--- src/rtl/compare_arbiter.sv ---
// rtl/compare_arbiter.sv - round-robin arbiter sharing one magnitude comparator between two requesters
module compare_arbiter #(
   parameter int WIDTH     = 16,
   parameter bit RESET_PRI = 1'b0
) (
   input  logic             clk,
   input  logic             reset_n,
   input  logic             flush,
   input  logic             req0_valid,
   output logic             req0_ready,
   input  logic [WIDTH-1:0] req0_a,
   input  logic [WIDTH-1:0] req0_b,
   input  logic             req0_signed,
   input  logic             req1_valid,
   output logic             req1_ready,
   input  logic [WIDTH-1:0] req1_a,
   input  logic [WIDTH-1:0] req1_b,
   input  logic             req1_signed,
   output logic             rsp_valid,
   input  logic             rsp_ready,
   output logic             rsp_id,
   output logic             rsp_gt,
   output logic             rsp_lt,
   output logic             rsp_eq
);

   typedef enum logic [1:0] {S_IDLE, S_EVAL, S_RESP} state_t;

   // Pointer resets to the port that must lose the first tie.
   localparam logic L_LAST_RST = !RESET_PRI;

   state_t           r_state;
   state_t           w_next;
   logic [WIDTH-1:0] r_a;
   logic [WIDTH-1:0] r_b;
   logic             r_signed;
   logic             r_id;
   logic             r_last;
   logic             r_gt;
   logic             r_lt;
   logic             r_eq;

   logic             w_open;
   logic             w_gnt0;
   logic             w_gnt1;
   logic             w_eq;
   logic             w_lt;

   assign w_open = (r_state == S_IDLE) && !flush && reset_n;
   assign w_gnt0 = w_open && req0_valid && (!req1_valid || r_last);
   assign w_gnt1 = w_open && req1_valid && (!req0_valid || !r_last);

   assign w_eq = (r_a == r_b);
   assign w_lt = r_signed ? ($signed(r_a) < $signed(r_b)) : (r_a < r_b);

   always_ff @(posedge clk or negedge reset_n) begin
      if (!reset_n) begin
         r_state <= S_IDLE;
      end else begin
         r_state <= w_next;
      end
   end

   always_comb begin
      w_next = r_state;
      case (r_state)
         S_IDLE: if (w_gnt0 || w_gnt1) w_next = S_EVAL;
         S_EVAL: w_next = flush ? S_IDLE : S_RESP;
         S_RESP: if (flush || rsp_ready) w_next = S_IDLE;
         default: w_next = S_IDLE;
      endcase
   end

   always_comb begin
      req0_ready = w_gnt0;
      req1_ready = w_gnt1;
      rsp_valid  = (r_state == S_RESP);
      rsp_id     = r_id;
      rsp_gt     = r_gt;
      rsp_lt     = r_lt;
      rsp_eq     = r_eq;
   end

   always_ff @(posedge clk or negedge reset_n) begin
      if (!reset_n) begin
         r_a      <= '0;
         r_b      <= '0;
         r_signed <= 1'b0;
         r_id     <= 1'b0;
         r_last   <= L_LAST_RST;
         r_gt     <= 1'b0;
         r_lt     <= 1'b0;
         r_eq     <= 1'b0;
      end else begin
         if (w_gnt0 || w_gnt1) begin
            r_a      <= w_gnt1 ? req1_a : req0_a;
            r_b      <= w_gnt1 ? req1_b : req0_b;
            r_signed <= w_gnt1 ? req1_signed : req0_signed;
            r_id     <= w_gnt1;
            r_last   <= w_gnt1;
         end
         // A flushed evaluation leaves the previous flags untouched; rsp_valid never exposes them.
         if (r_state == S_EVAL && !flush) begin
            r_eq <= w_eq;
            r_lt <= w_lt;
            r_gt <= !w_eq && !w_lt;
         end
      end
   end

endmodule

--- config.mk ---
export PLATFORM = sky130hd
export DESIGN_NAME = compare_arbiter
export DESIGN_NICKNAME = d
export VERILOG_FILES = /design/src/rtl/compare_arbiter.sv
export SDC_FILE = /design/constraint.sdc
export NUM_CORES = 1
export LEC_CHECK = 0
export ABC_AREA = 1
export CAP_MARGIN = 0
export CORE_MARGIN = 4
export CORE_UTILIZATION = 40
export DETAILED_ROUTE_END_ITERATION = 7
export PLACE_DENSITY_LB_ADDON = 0.05
export SYNTH_ARGS = -nofsm -noshare
export SYNTH_HDL_FRONTEND = slang
export SYNTH_SLANG_ARGS = --single-unit
--- constraint.sdc ---
create_clock -name clk -period 2.93 [get_ports clk]
set_clock_uncertainty 0.2 [all_clocks]
set_input_delay 0.879 -clock clk [delete_from_list [all_inputs] [get_ports clk]]
set_output_delay 0.879 -clock clk [all_outputs]
set_load 0.02 [all_outputs]
Word-level counts from Yosys, hierarchy flattened --
Cells that the tools add are included.
Storage, ports and cells: bits of input ports 72, flip-flop bits (word level) 40, output and inout port bits 7
Cells by class: reduce and logical (&&, ||, !) cells 20, eq/ne operators 5, $lt $le $gt $ge 2, multiplexer cells 8
Operators by type and width (number):
- less-than comparator 16 bit | 2
- two-way mux 16 bit | 2
- equality test 16 bit | 1
- logical AND 1 bit | 8
- logical NOT 1 bit | 6
- two-way mux 2 bit | 3
- case mux 2 bit (3 select lines) | 1
- logical OR 1 bit | 4
- inequality test 2 x 1 -> 1 bit (second input constant) | 2
- equality test 2 x 1 -> 1 bit (second input constant) | 1
- equality test 2 bit (second input constant) | 1
- logical NOT 2 bit | 1
- two-way mux 1 bit | 2
- AND reduction 2 bit | 1

Logic depth before layout (Yosys ltp) --
Gate-level depths: netlist (run 1).
depth after elaboration 8, gate-level depth with buffers 15

Worst setup path before layout (run 1) --
No wires, ideal clock.
path type input to output, start in reset_n, end out req0_ready, stages on the path 7, path slack 83 ps, path buffers 2, data arrival time 1768 ps, cells stage by stage nand3_2 nor2_4 inv_1 or2_4 buf_6 buf_6 inv_1
On the way: word-level cells in the longest chain between the ends 3
RTL lines:
- start: declaration | line 7 | input logic reset_n,
- logical AND 1 bit | line 49 | assign w_open = (r_state == S_IDLE) && !flush && reset_n;
- logical AND 1 bit (2 in series) | line 50 | assign w_gnt0 = w_open && req0_valid && (!req1_valid || r_last);
- end: declaration | line 10 | output logic req0_ready,
No other way between the ends.

Worst setup path after layout (run 1) --
start in flush, end out req0_ready
On the way: word-level cells in the longest chain between the ends 5
RTL lines:
- start: declaration | line 8 | input logic flush,
- logical NOT 1 bit | line 49
- logical AND 1 bit (2 in series) | line 49
- logical AND 1 bit (2 in series) | line 50
No other way between the ends.

==> impl_metrics.py, run 1 <==
metrics = {
    "outcome": {
        "outcome": "complete, no violations",
    },
    "critical_path": {
        "rr_worst_depth": 10,
        "crit_path_max_incr_delay_ps": 300,
        "worstReg2RegStart": "r_state[1]$_DFFE_PN0P_",
        "rr_endpoint": "r_b[7]$_DFFE_PN0P_",
        "critical_path_class": "primary input to primary output",
        "cp.arrival_ps": 1800,
        "crit_required_ps": 1850,
        "start_kind": "primary input",
        "path_max_fanout": 3,
        "crit_slowest_cell": "dlygate4sd2_1",
        "critPathCaptureType": "primary output",
        "path_common_cell": "inv_1",
        "reg2reg_slack_ps": 910,
        "crit_buf_inv": 4,
        "crit_chain": "dlygate4sd2_1 > nor2_4 > inv_1 > or2_4 > inv_1 > buf_4",
        "critical-path-top-delay-family": "buffers and inverters",
    },
    "power_and_ir_drop": {
        "power_frac_clock_pct": 21.4,
        "seq_power_share_pct": 38.5,
        "powerDensity_nw_per_um2": 588.0,
        "p_comb_share_pct": 40.2,
        "p_sw_uw": 730.1,
        "p_int_uw": 1394,
        "max-vdd-ir-drop_uv": 303.0,
        "p_leak_uw": 0.001579,
        "p_sw_share_pct": 34.38,
    },
    "logic_synthesis": {
        "synth_warnings": 0,
        "synth.distinct_cells": 31,
        "ys.flop_type": "dfrtp_1",
        "synth_top_area_share_pct": 36.06,
        "synthDominantAreaCellType": "dfrtp_1",
        "synth_area_leaders": "dfrtp_1, o211ai_2, ha_1",
        "yosys-top-cells-count": "nand2_1, dfrtp_1, or2_0",
        "synth_cells": 279,
        "synth_most_common_cell": "nand2_1",
        "ys_ff_latch": 40,
        "synthesis.area_um2": 2706,
        "synth_edf_count": 0,
        "seq_area_frac_synth_pct": 37.03,
        "async_flop_share_pct": 100.0,
        "avgSynthCellArea_um2": 9.700,
        "syn-num-nets": 367,
    },
    "cts": {
        "numCtsBuffers": 5,
        "cts_buffer_depth": 2,
        "cts_hold_buf": 0,
        "cts_sinks": 40,
        "clk_pin_slew_ps": 70,
        "clkLatencyLatePin_ps": 290,
        "cts_tree": "built",
        "cts_root_buffer": "clkbuf_8",
        "h-tree-depth": 2,
    },
    "timing": {
        "worst_slack_ps": 48.74,
        "finalMaxSlewViolations": 0,
        "relSlewSlack_pct": 64.11,
        "fin_crit_sh_pct": 98.34,
        "finalSetupViolCount": 0,
        "worst_pin_slew_ps": 538.4,
        "max_freq_mhz": 347.1,
        "grt_setup_unrepaired": "false",
        "fin_crit_ps": 2881,
        "hold_violations": 0,
    },
    "global_route": {
        "grt_usage_pct": 15.55,
        "grt_overflow": 0,
        "grt_pass1_wl_um": 10430,
        "antenna_found_initial": 0,
        "grt_max_degree": 53,
        "grt_pass1_vias": 2246,
    },
    "routing": {
        "met2WireLength_um": 2895,
        "wire_per_inst_um": 13.84,
        "drc_errors": 0,
        "wl_um": 6046,
        "ant_nets": 0,
        "first_pass_iters": 4,
        "drtIter0Drc": 48,
        "drt-met1-wl_um": 2777,
        "wl_met3_um": 330,
        "vias": 2144,
        "top_layer": "met4",
        "via_per_inst": 4.906,
    },
    "placed_design": {
        "dp_slack_ps": -682.5,
        "gp_congestion": 0.7973,
        "port_buffers": 78,
        "dpl.hpwl_um": 4541,
        "placedCellCount": 428,
    },
    "floorplanning": {
        "io_pins": 79,
        "row_count": 29,
        "die-area_um2": 8146,
        "core_area_um2": 6459,
        "initial_utilization_pct": 41.90,
        "dieHeight_um": 90.26,
        "fp.dieW_um": 90.26,
    },
    "layout": {
        "ff_latch_area_um2": 1002,
        "multiInputGateArea_um2": 1411,
        "stdcell_count": 437,
        "drive_gt1_share_pct": 21.94,
        "diodes": 0,
        "num-fill-cells": 622,
        "nNetsFinal": 447,
        "area_growth_pct": 33.47,
    },
    "min_path": {
        "hold_path_depth": 2,
        "holdPathEnd": "rsp_id$_DFFE_PN0P_",
        "hp-class": "flip-flop to flip-flop",
        "holdCritStartpoint": "rsp_id$_DFFE_PN0P_",
    },
    "flow_run": {
        "max_cap_violations": 0,
    },
}
state kept, by name, summed over array words and instances, names as in the netlist:
signal    flops
r_signed      1
r_state       2
rsp_id        1
rsp_lt        1
r_last        1
r_a          16
rsp_gt        1
r_b          16
rsp_eq        1
worst max path at each step:
stage                     depth (start not counted)    endpoint     from  slack [ps]
after CTS                                         6  req0_ready    flush          20
after global routing                              6  req0_ready    flush           7
after floorplan                                   7  req0_ready  reset_n          80
after detailed placement                          6  req0_ready    flush        -680
final                                             6  req0_ready    flush          50
after global placement                            6  req0_ready    flush        -680
metal layers:
layer | GRT usage [%] | up-vias
li1 | - | 1097
met1 | 20.41 | 992
met2 | 26.01 | 51
met3 | 3.750 | 4
met4 | 3.444 | 0
met5 | 0 | -
metrics by stage:
stage | utilization (%) | setup TNS [ps] | total power (uW) | cell area (um^2) | hold slack, ps
after floorplan | - | 0 | 1401 | 2706 | 263.0
after global placement | 54.26 | -1204 | 1675 | 3505 | 257.8
after detailed placement | 54.26 | -1191 | 1701 | 3505 | 269.0
after CTS | 55.81 | 0 | 2163 | 3605 | 288.3
after global routing | 55.93 | 0 | 2323 | 3612 | 313.2
final | 55.93 | 0 | 2124 | 3612 | 284.1
cell type report:
type / count / area share (%)
clock inverters: 3 / 1.178
inverters: 30 / 3.152
flip-flops and latches: 40 / 27.75
repair buffers: 88 / 24.28
well taps: 77 / 2.667
multi-input cells: 194 / 39.07
clock buffers: 5 / 1.905
cells in the final DEF (no fill, tap or decap), types with 2 or more instances in the layout:
cell,Yosys,routed
clkinv_2,1,2
dlygate4sd2_1,0,3
nand2_1,47,47
clkdlybuf4s50_1,0,72
buf_4,1,8
buf_2,1,2
a21oi_1,7,7
nor2_1,11,11
nand3_1,20,20
dfrtp_1,39,39
clkbuf_8,0,5
or2_0,32,32
o21ai_2,15,15
ha_1,16,16
o21ai_1,2,2
buf_12,1,3
o211ai_2,31,31
inv_1,26,26
o211ai_1,2,2
inv_2,3,3
cells by family after synthesis:
| family | after synthesis | synth area share [%] |
|---|---|---|
| AOI/OAI and AO/OA | 60 | 22.47 |
| adders and majority gates | 16 | 7.397 |
| buffers and inverters | 45 | 10.82 |
| DFF | 40 | 37.03 |
| and+or+nand+nor | 118 | 22.28 |
worst reg2reg max path, stage by stage (launching register included):
cell and delay [ps]:
dfrtp_1 380, inv_2 60, nand3_2 70, nor2_4 40, buf_4 140, nand3_4 70, buf_4 430, nand2_8 150
buf_12 180, o211ai_1 90, o21ai_1 80
power groups by stage:
stage                     sequential [uW]  clock [uW]  combinational [uW]
after floorplan                       829           0                 572
after global placement                826           0                 849
final                                 817         454                 853
after global routing                  837         490                 996
after CTS                             819         470                 874
after detailed placement              830           0                 870
timing repair:
item / in CTS / in global routing
pin swaps: 3 / 1
resized for setup: 12 / 0
endpoints found under the setup margin: 2 / 1
buffers inserted: 0 / 1
Power figures use the tool's default switching activity.
==> run 2, diff against run 1 <==
--- a/config.mk
+++ b/config.mk
@@ -6,7 +6,7 @@
 export NUM_CORES = 1
 export LEC_CHECK = 0
 export ABC_AREA = 1
-export CAP_MARGIN = 0
+export CAP_MARGIN = 20
 export CORE_MARGIN = 4
 export CORE_UTILIZATION = 40
 export DETAILED_ROUTE_END_ITERATION = 7
==> results of run 2 <==
The final DEF is identical to that of run 1; final timing and power are the same.
